$ cat src/rtl/kgp_pkg.sv
// Shared KGP-RISC control definitions: opcodes, program_counter commands,
// sequencer state encoding and opcode classification helpers.
package kgp_pkg;

    localparam logic [5:0] OP_ALU_R = 6'h00;
    localparam logic [5:0] OP_ALU_I = 6'h01;
    localparam logic [5:0] OP_J     = 6'h02;
    localparam logic [5:0] OP_JAL   = 6'h03;
    localparam logic [5:0] OP_JR    = 6'h04;
    localparam logic [5:0] OP_BZ    = 6'h05;
    localparam logic [5:0] OP_BNZ   = 6'h06;
    localparam logic [5:0] OP_BCY   = 6'h07;
    localparam logic [5:0] OP_BNEG  = 6'h08;
    localparam logic [5:0] OP_LW    = 6'h10;
    localparam logic [5:0] OP_SW    = 6'h11;
    localparam logic [5:0] OP_HALT  = 6'h3F;

    localparam logic [3:0] PC_INC  = 4'b0000;
    localparam logic [3:0] PC_REG  = 4'b0001;
    localparam logic [3:0] PC_JUMP = 4'b0010;
    localparam logic [3:0] PC_HOLD = 4'b0011;

    typedef enum logic [2:0] {
        S_IDLE   = 3'd0,
        S_FETCH  = 3'd1,
        S_DECODE = 3'd2,
        S_EXEC   = 3'd3,
        S_MEM    = 3'd4,
        S_WB     = 3'd5,
        S_HALT   = 3'd6
    } state_t;

    // Anything outside this set decodes as an illegal instruction and retires as a NOP.
    function automatic logic op_known(input logic [5:0] op);
        return op inside {OP_ALU_R, OP_ALU_I, OP_J, OP_JAL, OP_JR, OP_BZ, OP_BNZ,
                          OP_BCY, OP_BNEG, OP_LW, OP_SW, OP_HALT};
    endfunction

    function automatic logic op_writes_reg(input logic [5:0] op);
        return op inside {OP_ALU_R, OP_ALU_I, OP_LW, OP_JAL};
    endfunction

endpackage

$ cat src/rtl/branch_resolve.sv
// Resolves the program_counter command for the write-back cycle from the
// latched opcode and the live condition flags.
module branch_resolve
    import kgp_pkg::*;
(
    input  logic [5:0] opcode,
    input  logic       flag_zero,
    input  logic       flag_carry,
    input  logic       flag_sign,
    output logic [3:0] pc_cmd
);

    always_comb begin
        pc_cmd = PC_INC;
        case (opcode)
            OP_J, OP_JAL: pc_cmd = PC_JUMP;
            OP_JR:        pc_cmd = PC_REG;
            OP_BZ:        if (flag_zero)  pc_cmd = PC_JUMP;
            OP_BNZ:       if (!flag_zero) pc_cmd = PC_JUMP;
            OP_BCY:       if (flag_carry) pc_cmd = PC_JUMP;
            OP_BNEG:      if (flag_sign)  pc_cmd = PC_JUMP;
            default:      pc_cmd = PC_INC;
        endcase
    end

endmodule

$ cat src/rtl/pc_sequencer.sv
// Multicycle fetch/decode/execute/memory/write-back sequencer; the single
// driver of pc_control, issuing one PC update per retired instruction.
module pc_sequencer
    import kgp_pkg::*;
#(
    parameter int RETIRE_W = 32
) (
    input  logic                clk,
    input  logic                rst,
    input  logic                run,
    output logic                imem_req,
    input  logic                imem_ack,
    input  logic [31:0]         imem_rdata,
    output logic [31:0]         ir,
    output logic                alu_start,
    output logic                dmem_req,
    output logic                dmem_we,
    input  logic                dmem_ack,
    input  logic                flag_zero,
    input  logic                flag_carry,
    input  logic                flag_sign,
    output logic                reg_we,
    output logic [3:0]          pc_control,
    output logic                halted,
    output logic                illegal_instr,
    output logic [RETIRE_W-1:0] retired,
    output state_t              dbg_state
);

    state_t     state;
    logic [5:0] op;
    logic [3:0] wb_pc_cmd;

    assign op        = ir[31:26];
    assign dbg_state = state;

    // Handshake: a req stays high from the first cycle of FETCH/MEM until the
    // cycle its ack is seen (inclusive); the state advances on that edge, so
    // req drops the following cycle. An ack outside FETCH/MEM is ignored.
    always_ff @(posedge clk or negedge rst) begin
        if (!rst) begin
            state   <= S_IDLE;
            ir      <= '0;
            retired <= '0;
        end else begin
            case (state)
                S_IDLE:   if (run) state <= S_FETCH;
                S_FETCH: begin
                    if (imem_ack) begin
                        ir    <= imem_rdata;
                        state <= S_DECODE;
                    end
                end
                S_DECODE: begin
                    if (op == OP_HALT)   state <= S_HALT;
                    else if (!op_known(op)) state <= S_WB;
                    else                 state <= S_EXEC;
                end
                S_EXEC:   state <= (op == OP_LW || op == OP_SW) ? S_MEM : S_WB;
                S_MEM:    if (dmem_ack) state <= S_WB;
                S_WB: begin
                    retired <= retired + RETIRE_W'(1);
                    state   <= run ? S_FETCH : S_IDLE;
                end
                S_HALT:   state <= S_HALT;
                default:  state <= S_IDLE;
            endcase
        end
    end

    branch_resolve u_branch_resolve (
        .opcode     (op),
        .flag_zero  (flag_zero),
        .flag_carry (flag_carry),
        .flag_sign  (flag_sign),
        .pc_cmd     (wb_pc_cmd)
    );

    // Outside write-back the program counter is always told to hold.
    assign pc_control    = (state == S_WB) ? wb_pc_cmd : PC_HOLD;
    assign imem_req      = (state == S_FETCH);
    assign dmem_req      = (state == S_MEM);
    assign dmem_we       = (state == S_MEM) && (op == OP_SW);
    assign alu_start     = (state == S_EXEC) && (op == OP_ALU_R || op == OP_ALU_I);
    assign reg_we        = (state == S_WB) && op_writes_reg(op);
    assign illegal_instr = (state == S_DECODE) && !op_known(op);
    assign halted        = (state == S_HALT);

endmodule

$ cat config.mk
export PLATFORM = sky130hd
export DESIGN_NAME = pc_sequencer
export DESIGN_NICKNAME = d
export VERILOG_FILES = /design/src/rtl/kgp_pkg.sv /design/src/rtl/branch_resolve.sv /design/src/rtl/pc_sequencer.sv
export SDC_FILE = /design/constraint.sdc
export NUM_CORES = 1
export LEC_CHECK = 0
export ABC_AREA = 0
export BUFFER_PORTS_ARGS = -buffer_cell sky130_fd_sc_hd__buf_4
export CORE_MARGIN = 5
export CORE_UTILIZATION = 43
export CTS_CLUSTER_DIAMETER = 120
export DETAILED_ROUTE_END_ITERATION = 7
export PLACE_DENSITY = 0.75
export SKIP_LAST_GASP = 1
export SLEW_MARGIN = 15
export SYNTH_ARGS = -nofsm -noshare
export SYNTH_HDL_FRONTEND = slang
export SYNTH_SLANG_ARGS = --single-unit
$ cat constraint.sdc
create_clock -name clk -period 1.9 [get_ports clk]
set_input_delay 0.095 -clock clk [delete_from_list [all_inputs] [get_ports clk]]
set_output_delay 0.095 -clock clk [all_outputs]
set_load 0.05 [all_outputs]
# Word-level counts from Yosys, hierarchy flattened
# Index checks and enable logic that the tools add are counted.
word_totals:
  regBits: 67
  out_inout_bits: 78
  wordCells: 52
classes:
  addsub: 1
  eq_ne: 20
  n_mux: 14
  n_reduce_logical: 14
ops:
  columns: ["operator", "n"]
  rows:
  - ["$add 32x1->32 const B", 1]
  - ["$eq 6x3->1 const B", 4]
  - ["$pmux 4 s6", 1]
  - ["$pmux 3 s7", 1]
  - ["$mux 3", 5]
  - ["$eq 6x2->1 const B", 2]
  - ["$eq 6x5->1 const B", 2]
  - ["$reduce_bool 12->1", 1]
  - ["$eq 3x3->1 const B", 3]
  - ["$mux 2", 4]
  - ["$eq 3x2->1 const B", 2]
  - ["$eq 6x1->1 const B", 1]
  - ["$eq 6x4->1 const B", 1]
  - ["$eq 6x6->1 const B", 1]
  - ["$logic_not 6->1", 1]
  - ["$logic_and 1x1->1", 4]
  - ["$mux 4", 1]
  - ["$ne 2x1->1 const B", 2]
  - ["$reduce_bool 4->1", 1]
  - ["$eq 3x1->1 const B", 1]
  - ["$logic_not 3->1", 1]
  - ["$reduce_and 3->1", 1]
  - ["$logic_or 1x1->1", 2]
  - ["$mux 1", 2]
  - ["other kinds (4)", 4]

# Depth between registers and ports, before layout
# Gate-level depths: netlist of the first run.
depth:
  ltp_word: 5
  ltp_mapped: 7
  ltp_nobuf: 5

# Cells and area by module
# A second synthesis of the first run with hierarchy kept.
unflattened:
  hier_cells: 258
  hier_area_um2: 3149.3
modules_own_cells:
  columns: ["mod", "instances", "cells_each", "area_per_inst_um2", "seq_area_each_um2"]
  rows:
  - ["pc_sequencer", 1, 243, 3061.7, 1676.6]
  - ["branch_resolve", 1, 15, 87.6, 0.0]

# Worst setup path before layout of the first run
# No wires, ideal clock.
synth_timing:
  kind: "register to output"
  start: "reg state[2], in the netlist dbg_state[2]"
  end: "out dmem_we"
  arrival_time_ps: 2836
  path_slack_ps: -1031
  stages_incl_launch_ff: 4
  path_buffers: 1
  path_cell_list: "dfrtp_1 -> buf_2 -> nor3b_1 -> and4_1"
synth_between:
  elab_chain_len: 2
synth_lines:
  columns: ["element", "line_no", "text"]
  rows:
  - ["start, declared", "pc_sequencer.sv:30", "state_t state;"]
  - ["start signal, assigned", "pc_sequencer.sv:59", "S_EXEC: state <= (op == OP_LW || op == OP_SW) ? S_MEM : S_WB;"]
  - ["start signal, assigned", "pc_sequencer.sv:63", "state <= run ? S_FETCH : S_IDLE;"]
  - ["$eq 3x3->1", null, null]
  - ["named net dmem_req", "pc_sequencer.sv:16", "output logic dmem_req,"]
  - ["$logic_and 1x1->1", "pc_sequencer.sv:83", "assign dmem_we = (state == S_MEM) && (op == OP_SW);"]
  - ["end, declared", "pc_sequencer.sv:17", "output logic dmem_we,"]
# The timed path passes the listed nets, and every way through them passes these cells.

# Worst setup path after layout of the first run
layout_timing:
  start: "reg ir[31]"
  end: "out pc_control[1]"
layout_between:
  elab_chain_len: 4
  word_cells_on_any_way: 10
  classes_between: "7 x eq/ne; 2 x mux; 1 x reduce/logical"
layout_lines:
  columns: ["element", "line_no", "text"]
  rows:
  - ["start, declared", "pc_sequencer.sv:14", "output logic [31:0] ir,"]
  - ["start signal, assigned", "pc_sequencer.sv:50", "ir <= imem_rdata;"]
  - ["$eq 6x2->1", "branch_resolve.sv:15", "case (opcode)"]
  - ["$reduce_or 2->1", "branch_resolve.sv:15", null]
  - ["$pmux 4 s6 *", "branch_resolve.sv:15", null]
  - ["$mux 4 *", "pc_sequencer.sv:80", "assign pc_control = (state == S_WB) ? wb_pc_cmd : PC_HOLD;"]
  - ["end, declared", "pc_sequencer.sv:23", "output logic [3:0] pc_control,"]
# Every way passes the cells marked *; elsewhere a longest branch is shown, timed or not.

==> results of run 1 <==
-- power by group through the flow --
| stage | logic, uW | clock network [uW] | registers, uW |
|---|---|---|---|
| 2_1_floorplan | 1520 | 0 | 3670 |
| 3_3_place_gp | 3940 | 0 | 2280 |
| 3_5_place_dp | 3980 | 0 | 2300 |
| 4_1_cts | 4100 | 1540 | 2270 |
| 5_1_grt | 4390 | 1590 | 2330 |
| 6_report | 4200 | 1510 | 2280 |
-- worst max-delay path: cells and delay by family, from the launching register on --
kind	cells	cell delay [ps]
DFF	1	440
and+or+nand+nor	1	400
AOI/OAI and AO/OA	2	340
buffers and inverters	1	230
-- logic make-up (layout without fill, tap and decap cells) --
kind of cell	count (synthesis)	count (layout)	share of synthesized area, %
AOI/OAI and AO/OA	11	11	2.355
xor gates and xnor gates	31	31	8.242
adders and majority gates	1	1	0.3797
buffers and inverters	20	181	4.709
DFF	67	67	50.89
muxes	31	31	13.67
other	1	2	0.1138
and+or+nand+nor	93	93	19.64
-- cells in the mapped netlist, types with 2 or more instances --
cell / n
nand4b_1: 3
dfrtp_1: 67
and4_4: 2
mux2_1: 4
xnor2_1: 21
nand3_1: 10
a21oi_1: 3
xor2_1: 10
nor3b_2: 2
buf_4: 4
and2_1: 4
nor2_1: 5
nor4_2: 5
or3_1: 2
nand2_1: 14
nand4_1: 14
buf_12: 2
buf_6: 2
nand2b_1: 2
buf_2: 5
and4_1: 5
nor3_1: 3
and3_1: 11
mux2_4: 27
inv_1: 5
-- final timing paths --
check,endpoint,slack [ps]
min in group asynchronous,retired[28],310
max in group asynchronous,ir[30],1050
max,pc_control[1],60
min reg2reg,retired[31],470
max reg2reg,ir[2],270
min,dbg_state[0],40
-- cell type report --
type                       count  share of cell area [%]
clock buffer                  12                   3.357
clock inverter                 4                   1.933
inverter                       5                  0.3815
multi-input combinational    169                   30.93
sequential                    67                   34.21
tap                          102                   2.594
timing repair buffer         160                   26.60
-- stage by stage --
stage / worst slack (ps) / cell area (um2) / total power [uW]
floorplan: -236.6 / 3336 / 5192
global placement: 349.2 / 4262 / 6220
detailed placement: 311.5 / 4262 / 6289
CTS: 1.717 / 4868 / 7909
global route: -1.578 / 4920 / 8311
finish: 55.74 / 4920 / 7980
-- layer usage --
layer | vias up | track usage, % | share of wire [%]
li1 | 1236 | - | -
met1 | 1258 | 22.69 | 42
met2 | 92 | 29.63 | 50
met3 | 15 | 4.451 | 6.0
met4 | 0 | 7.029 | 1.8
met5 | - | 0 | 0
-- flip-flops by register name, indices dropped and copies added, names as in the netlist --
signal     flops
dbg_state      3
ir            32
retired       32
-- what timing repair did --
item / in CTS / in global routing
hold buffers: 33 / 0
endpoints found under the hold margin: 77 / 0
pin swaps: 0 / 2
gates resized for setup: 1 / 6
endpoints found under the setup margin: 2 / 3
setup buffers: 2 / 4
==> results.py, run 1 <==
metrics = {
    "yosys": {
        "synth.area.top_cells": "dfrtp_1 51%, mux2_4 12%, xnor2_1 5.6%",
        "synth_top_area_share_pct": 50.89,
        "syn_area_per_cell_um2": 12.92,
        "syn_inst": 255,
        "synth_seq_cells": 67,
        "ys_warn_count": 0,
        "synth_area_um2": 3294,
        "postSynth.asyncResetShare_pct": 100.0,
        "yosys.area.top_type": "dfrtp_1",
        "seq_area_frac_synth_pct": 50.89,
        "synth_ff_type": "dfrtp_1",
        "synth_edf_count": 0,
        "synth_cell_types": 48,
    },
    "placed_design": {
        "dpl.hpwl_um": 5724,
        "place_inst": 464,
        "place.gp.congestion": 0.8088,
        "io_buffers": 115,
    },
    "setup_path": {
        "worst_ep_required_time_ps": 1800,
        "arrival_ps": 1750,
        "path_max_fanout": 5,
        "slowest_delay_ps": 440,
        "critPathCaptureType": "output pin",
        "path_class": "flip-flop to output pin",
        "crit_start": "ir[31]",
        "r2r.worst_path.cells": 5,
        "rr_startpoint": "dbg_state[0]",
        "cp_slowest_cell": "dfrtp_2",
        "path_cells": "or3_4 -> a211o_1 -> o211ai_1 -> buf_4",
        "crit_path_start_kind": "flip-flop",
    },
    "final_layout": {
        "multiInputGateArea_um2": 1521,
        "area_growth_pct": 49.34,
        "fin_cells": 519,
        "final_common_cell": "buf_4",
        "utilization_pct": 64.67,
        "final_cell_mix": "125 x buf_4, 62 x dfrtp_1, 33 x dlygate4sd3_1, 27 x mux2_4, 21 x xnor2_1",
        "final_layout_size_suffix_gt1_share_pct": 47.00,
        "nFillCells": 600,
        "final_nets": 453,
        "antenna_cells": 0,
        "area.sequential_um2": 1683,
    },
    "worst_hold_path": {
        "holdPathStages": 3,
        "hold_path.class": "primary input to flip-flop",
        "min-delay-start": "imem_ack",
    },
    "clocking": {
        "cts_buffer_depth": 2,
        "h-tree-depth": 3,
        "cts_tree": "built",
        "cts-root-buf": "clkbuf_8",
        "clock_latency_ps": 340,
        "cts.sinks": 67,
        "cts-buffers-inserted": 9,
        "path_clk_slew_ps": 70,
    },
    "run_status": {
        "status": "completed",
    },
    "sta": {
        "fin_crit_ps": 1844,
        "maxSlewViolCount": 0,
        "worst_slew_pin_slew_ps": 589.6,
        "clock_skew_ps": 8.131,
        "finalSetupViolCount": 0,
        "hold_ws_ps": 36.56,
        "slew_headroom_pct": 60.69,
        "finalHoldViolations": 0,
        "tns_ps": 0,
        "fmax_mhz": 542.2,
        "finalCritPeriodShare_pct": 97.07,
    },
    "die": {
        "fp.coreArea_um2": 7607,
        "die_area_um2": 9512,
        "fp.dieH_um": 97.53,
        "chipWidth_um": 97.53,
        "ios": 118,
        "num_rows": 32,
        "initial_core_util_pct": 43.31,
    },
    "job": {
        "drv_cap": 0,
    },
    "grt": {
        "track_usage_pct": 17.97,
        "grt_max_degree": 47,
        "overflow": 0,
        "antenna_found_initial": 0,
        "grt_pass1_wl_um": 13890,
        "grt_pass1_vias": 2721,
    },
    "pwr": {
        "p_sw_uw": 3505,
        "irDropWorstVdd_uv": 981.7,
        "power_leakage_uw": 0.002405,
        "clockPowerShare_pct": 18.9,
        "p_int_uw": 4475,
        "p_per_area_nw_per_um2": 1622,
        "switching_share_pct": 43.93,
        "combPwrFrac_pct": 52.6,
        "p_seq_share_pct": 28.5,
    },
    "route": {
        "routedWlPerCell_um": 16.29,
        "ant_nets": 0,
        "firstDrtPassIters": 4,
        "drt-initial-drc-count": 76,
        "vias_per_cell": 5.012,
        "drc": 0,
        "drt_wl_total_um": 8452,
        "vias": 2601,
    },
}
No activity file was read; power rests on OpenSTA's default activity.
==> run 2, diff against run 1 <==
Clock period 1.9 ns to 2.14 ns, I/O delays scaled along.
==> run 2 against run 1 <==
Compared with the run above: clock-buffer cell count stayed put; sequential cell count did not move; clock skew increased by 2.5 ps; critical path depth unchanged.
==> results.py, run 2 (same netlist as run 1, synthesis figures left out) <==
metrics = {
    "run_status": {
        "status": "completed",
    },
    "setup_path": {
        "worstReg2RegEnd": "ir[1]",
        "path_max_fanout": 8,
        "cp_slowest_cell": "dfrtp_1",
        "crit_path_start_kind": "flip-flop",
        "rr_startpoint": "dbg_state[2]",
        "path_cells": "or3_1 -> a211o_1 -> o211ai_1 -> buf_4",
        "arrival_ps": 1890,
        "r2r.worst_path.cells": 5,
        "cp.buffers_inverters": 1,
        "critPathTopFamily": "flip-flops",
        "worst_ep_required_time_ps": 2030,
        "critPathCaptureType": "output pin",
        "slowest_delay_ps": 500,
        "path_class": "flip-flop to output pin",
        "regToRegSetupSlack_ps": 410,
    },
    "sta": {
        "tns_ps": 0,
        "clock_skew_ps": 10.58,
        "finalHoldViolations": 0,
        "finalCritPeriodShare_pct": 93.13,
        "finalSetupViolCount": 0,
        "fin_crit_ps": 1993,
        "rsz0062_at_grt": "false",
        "fmax_mhz": 501.8,
        "maxSlewViolCount": 0,
        "slew_headroom_pct": 45.33,
        "worst_slew_pin_slew_ps": 820.0,
    },
    "die": {
        "die_area_um2": 9512,
        "num_rows": 32,
        "ios": 118,
        "fp.coreArea_um2": 7607,
        "fp.dieH_um": 97.53,
        "chipWidth_um": 97.53,
        "initial_core_util_pct": 43.31,
    },
    "clocking": {
        "clock_latency_ps": 340,
        "cts.sinks": 67,
        "cts_buffer_depth": 2,
        "cts-root-buf": "clkbuf_8",
        "path_clk_slew_ps": 80,
        "h-tree-depth": 3,
        "cts_hold_buffers": 32,
        "cts_setup_buffers": 0,
        "ctsResizeCount": 0,
        "cts_tree": "built",
        "cts-buffers-inserted": 9,
    },
    "final_layout": {
        "final_layout_size_suffix_gt1_share_pct": 43.49,
        "final_nets": 443,
        "final_common_cell": "buf_4",
        "antenna_cells": 0,
        "nFillCells": 640,
        "area_growth_pct": 43.11,
        "utilization_pct": 61.97,
        "final_cell_mix": "117 x buf_4, 66 x dfrtp_1, 32 x dlygate4sd3_1, 27 x mux2_4, 21 x xnor2_1",
    },
    "pwr": {
        "p_per_area_nw_per_um2": 1377,
        "irDropWorstVdd_uv": 1416,
        "power_leakage_uw": 0.002307,
    },
    "placed_design": {
        "place.gp.congestion": 0.7909,
        "io_buffers": 115,
        "dpl.hpwl_um": 5515,
    },
    "route": {
        "vias_per_cell": 5.010,
        "firstDrtPassIters": 4,
        "ant_nets": 0,
        "drt-initial-drc-count": 96,
        "vias": 2550,
        "routedWlPerCell_um": 16.27,
        "drt_wl_total_um": 8279,
        "drc": 0,
    },
    "grt": {
        "track_usage_pct": 17.50,
        "grt_max_degree": 68,
        "overflow": 0,
        "antenna_found_initial": 0,
        "grt_pass1_vias": 2676,
        "grt_pass1_wl_um": 13500,
    },
    "job": {
        "drv_cap": 0,
    },
    "worst_hold_path": {
        "holdPathStages": 2,
        "min_to": "ir[17]",
        "hold_path.class": "primary input to flip-flop",
        "min-delay-start": "imem_rdata[17]",
    },
}
[run 2: changes by cell type in the layout (fill, tap and decap cells not counted), sizes merged]
cell	previous run	this run
buf	127	118
clkinvlp	0	1
bufinv	3	0
dlygate4sd3	33	32
clkinv	1	3
[run 2: per-layer routing]
metal  GRT usage, %  routed length (um)  up-vias  part of all wire (%)
met2          28.89                4136       85                    50
li1               -                   -     1206                     -
met5              0                   0        -                     0
met3          4.379                 402       11                   4.9
met1          21.79                3615     1248                    44
met4          7.348                 124        0                   1.5
[run 2: metrics by stage]
step	worst slack [ps]	hold slack (ps)	power (uW)	area, um2	cells
final	147.1	13.33	6491	4715	509
after global routing	85.52	1.009	6783	4715	509
after CTS	126.4	1.571	6544	4715	509
after detailed placement	416.1	274.6	5533	4223	461
after global placement	451.4	265.2	5490	4223	461
after floorplan	-68.70	-188.6	4604	3332	256
[run 2: worst max-delay path by stage]
stage,from,cells after the start,to,slack (ps)
after global routing,ir[29],4,pc_control[1],90
after global placement,dbg_state[2],5,ir[0],450
after detailed placement,dbg_state[0],4,retired[7],420
after CTS,ir[29],4,pc_control[1],130
after floorplan,dbg_state[2],3,dmem_we,-70
final,ir[29],4,pc_control[1],150
[run 2: final cells by class]
cell class | instances | area, um2 | area share (%)
timing repair buffer | 150 | 1219 | 25.85
multi-input combinational | 169 | 1500 | 31.82
inverter | 5 | 18.77 | 0.3981
sequential | 67 | 1678 | 35.59
clock buffer | 12 | 145.1 | 3.079
tap | 102 | 127.6 | 2.707
clock inverter | 4 | 26.28 | 0.5573
[run 2: worst reg2reg max path, stage by stage (launching register included)]
cell	delay (ps)
dfrtp_1	420
buf_4	200
nor3b_4	180
and2_2	190
buf_12	230
mux2_1	390
[run 2: power breakdown]
group / total, uW / internal [uW] / switching [uW]
Sequential: 2040 / 1650 / 389
Clock: 930 / 451 / 479
Combinational: 3530 / 1340 / 2190
==> run 3, diff against run 2 <==
Settings changed: RECOVER_POWER set to 50.
==> run 3 against run 2 <==
Compared with the run above: core utilization fell by 2.3 points; worst hold slack about the same; register-to-register slack is essentially flat; design area decreased by 3.7%; global-route usage stayed put; clock power about the same; non-clock buffer count unchanged; largest power group unchanged; highest routed layer unchanged.
==> results.py, run 3 (same netlist as run 1, synthesis figures left out) <==
metrics = {
    "clocking": {
        "path_clk_slew_ps": 80,
        "cts_buffer_depth": 2,
        "cts_tree": "built",
        "h-tree-depth": 3,
        "clock_latency_ps": 340,
        "cts_hold_buffers": 32,
        "cts.sinks": 67,
        "ctsResizeCount": 0,
        "cts-root-buf": "clkbuf_8",
        "cts-buffers-inserted": 9,
        "cts_setup_buffers": 0,
    },
    "sta": {
        "finalHoldViolations": 0,
        "rsz0062_at_grt": "false",
        "finalCritPeriodShare_pct": 93.11,
        "slew_headroom_pct": 44.91,
        "maxSlewViolCount": 0,
        "fin_crit_ps": 1993,
        "tns_ps": 0,
        "clock_skew_ps": 11.02,
        "fmax_mhz": 501.9,
        "worst_slew_pin_slew_ps": 826.4,
        "finalSetupViolCount": 0,
    },
    "pwr": {
        "switching_share_pct": 48.84,
        "irDropWorstVdd_uv": 1416,
        "p_sw_uw": 3055,
        "p_per_area_nw_per_um2": 1378,
        "p_seq_share_pct": 32.5,
        "combPwrFrac_pct": 52.6,
        "power_leakage_uw": 0.002123,
        "clockPowerShare_pct": 14.9,
        "p_int_uw": 3200,
    },
    "route": {
        "drc": 0,
        "vias_per_cell": 4.998,
        "vias": 2544,
        "routedWlPerCell_um": 16.41,
        "ant_nets": 0,
        "drt-initial-drc-count": 74,
        "drt_wl_total_um": 8352,
        "firstDrtPassIters": 4,
    },
    "grt": {
        "overflow": 0,
        "antenna_found_initial": 0,
        "track_usage_pct": 17.50,
        "grt_pass1_wl_um": 13500,
        "grt_pass1_vias": 2676,
        "grt_max_degree": 68,
    },
    "die": {
        "fp.coreArea_um2": 7607,
        "chipWidth_um": 97.53,
        "initial_core_util_pct": 43.31,
        "ios": 118,
        "num_rows": 32,
        "die_area_um2": 9512,
        "fp.dieH_um": 97.53,
    },
    "setup_path": {
        "path_cells": "or3_1 -> a211o_1 -> o211ai_1 -> buf_4",
        "slowest_delay_ps": 500,
        "critPathTopFamily": "flip-flops",
        "worst_ep_required_time_ps": 2030,
        "cp_slowest_cell": "dfrtp_1",
        "path_max_fanout": 8,
        "r2r.worst_path.cells": 5,
        "path_class": "flip-flop to output pin",
        "critPathCaptureType": "output pin",
        "crit_path_start_kind": "flip-flop",
        "arrival_ps": 1890,
        "critical_path_depth": 4,
        "cp.buffers_inverters": 1,
    },
    "placed_design": {
        "io_buffers": 115,
        "place.gp.congestion": 0.7909,
        "place_inst": 461,
        "dpl.hpwl_um": 5515,
    },
    "final_layout": {
        "nFillCells": 696,
        "final_cell_mix": "70 x buf_4, 66 x dfrtp_1, 49 x clkbuf_1, 32 x dlygate4sd3_1, 27 x mux2_4",
        "antenna_cells": 0,
        "final_common_cell": "buf_4",
        "area_growth_pct": 37.75,
        "fin_cells": 509,
        "final_layout_size_suffix_gt1_share_pct": 31.94,
        "final_nets": 443,
    },
    "worst_hold_path": {
        "hold_path.class": "primary input to flip-flop",
        "holdPathStages": 2,
    },
    "run_status": {
        "status": "completed",
    },
    "job": {
        "drv_cap": 0,
    },
}
==> run 3: area by class of cell <==
type	count	area (um2)	area share, %
clock buffer	12	145.1	3.198
clock inverter	4	26.28	0.5790
inverter	5	18.77	0.4136
multi-input combinational	169	1500	33.06
sequential	67	1678	36.97
tap	102	127.6	2.812
timing repair buffer	150	1042	22.97
==> run 3: final timing paths <==
| kind | from | to | slack [ps] |
|---|---|---|---|
| max in group asynchronous | rst | dbg_state[0] | 1140 |
| min in group asynchronous | rst | retired[29] | 410 |
| worst min register to register | retired[31] | retired[31] | 480 |
| worst max register to register | dbg_state[2] | ir[1] | 410 |
| worst min-delay path | imem_rdata[17] | ir[17] | 10 |
| worst max-delay path | ir[29] | pc_control[1] | 150 |
==> run 3: power by group through the flow <==
stage	sequential (uW)	clock, uW	combinational [uW]
finish	2030	931	3290
global route	2090	1010	3440
floorplan	3260	0	1350
CTS	2030	969	3540
global placement	2020	0	3470
detailed placement	2050	0	3490
==> run 3: routing by layer <==
metal | part of all wire [%] | vias to the layer above | global-route usage (%)
li1 | - | 1206 | -
met1 | 44 | 1243 | 21.79
met2 | 50 | 84 | 28.89
met3 | 4.7 | 11 | 4.379
met4 | 1.5 | 0 | 7.348
met5 | 0 | - | 0
==> run 3: metrics by stage <==
step           instance area, um2  power [uW]  utilization [%]  setup WS (ps)  hold WS, ps
2_1_floorplan                3332        4604                -         -68.70       -188.6
3_3_place_gp                 4223        5490            55.51          451.4        265.2
3_5_place_dp                 4223        5533            55.51          416.1        274.6
4_1_cts                      4715        6544            61.97          126.4        1.571
5_1_grt                      4538        6540            59.65          85.52        1.009
6_report                     4538        6255            59.65          147.4        12.85
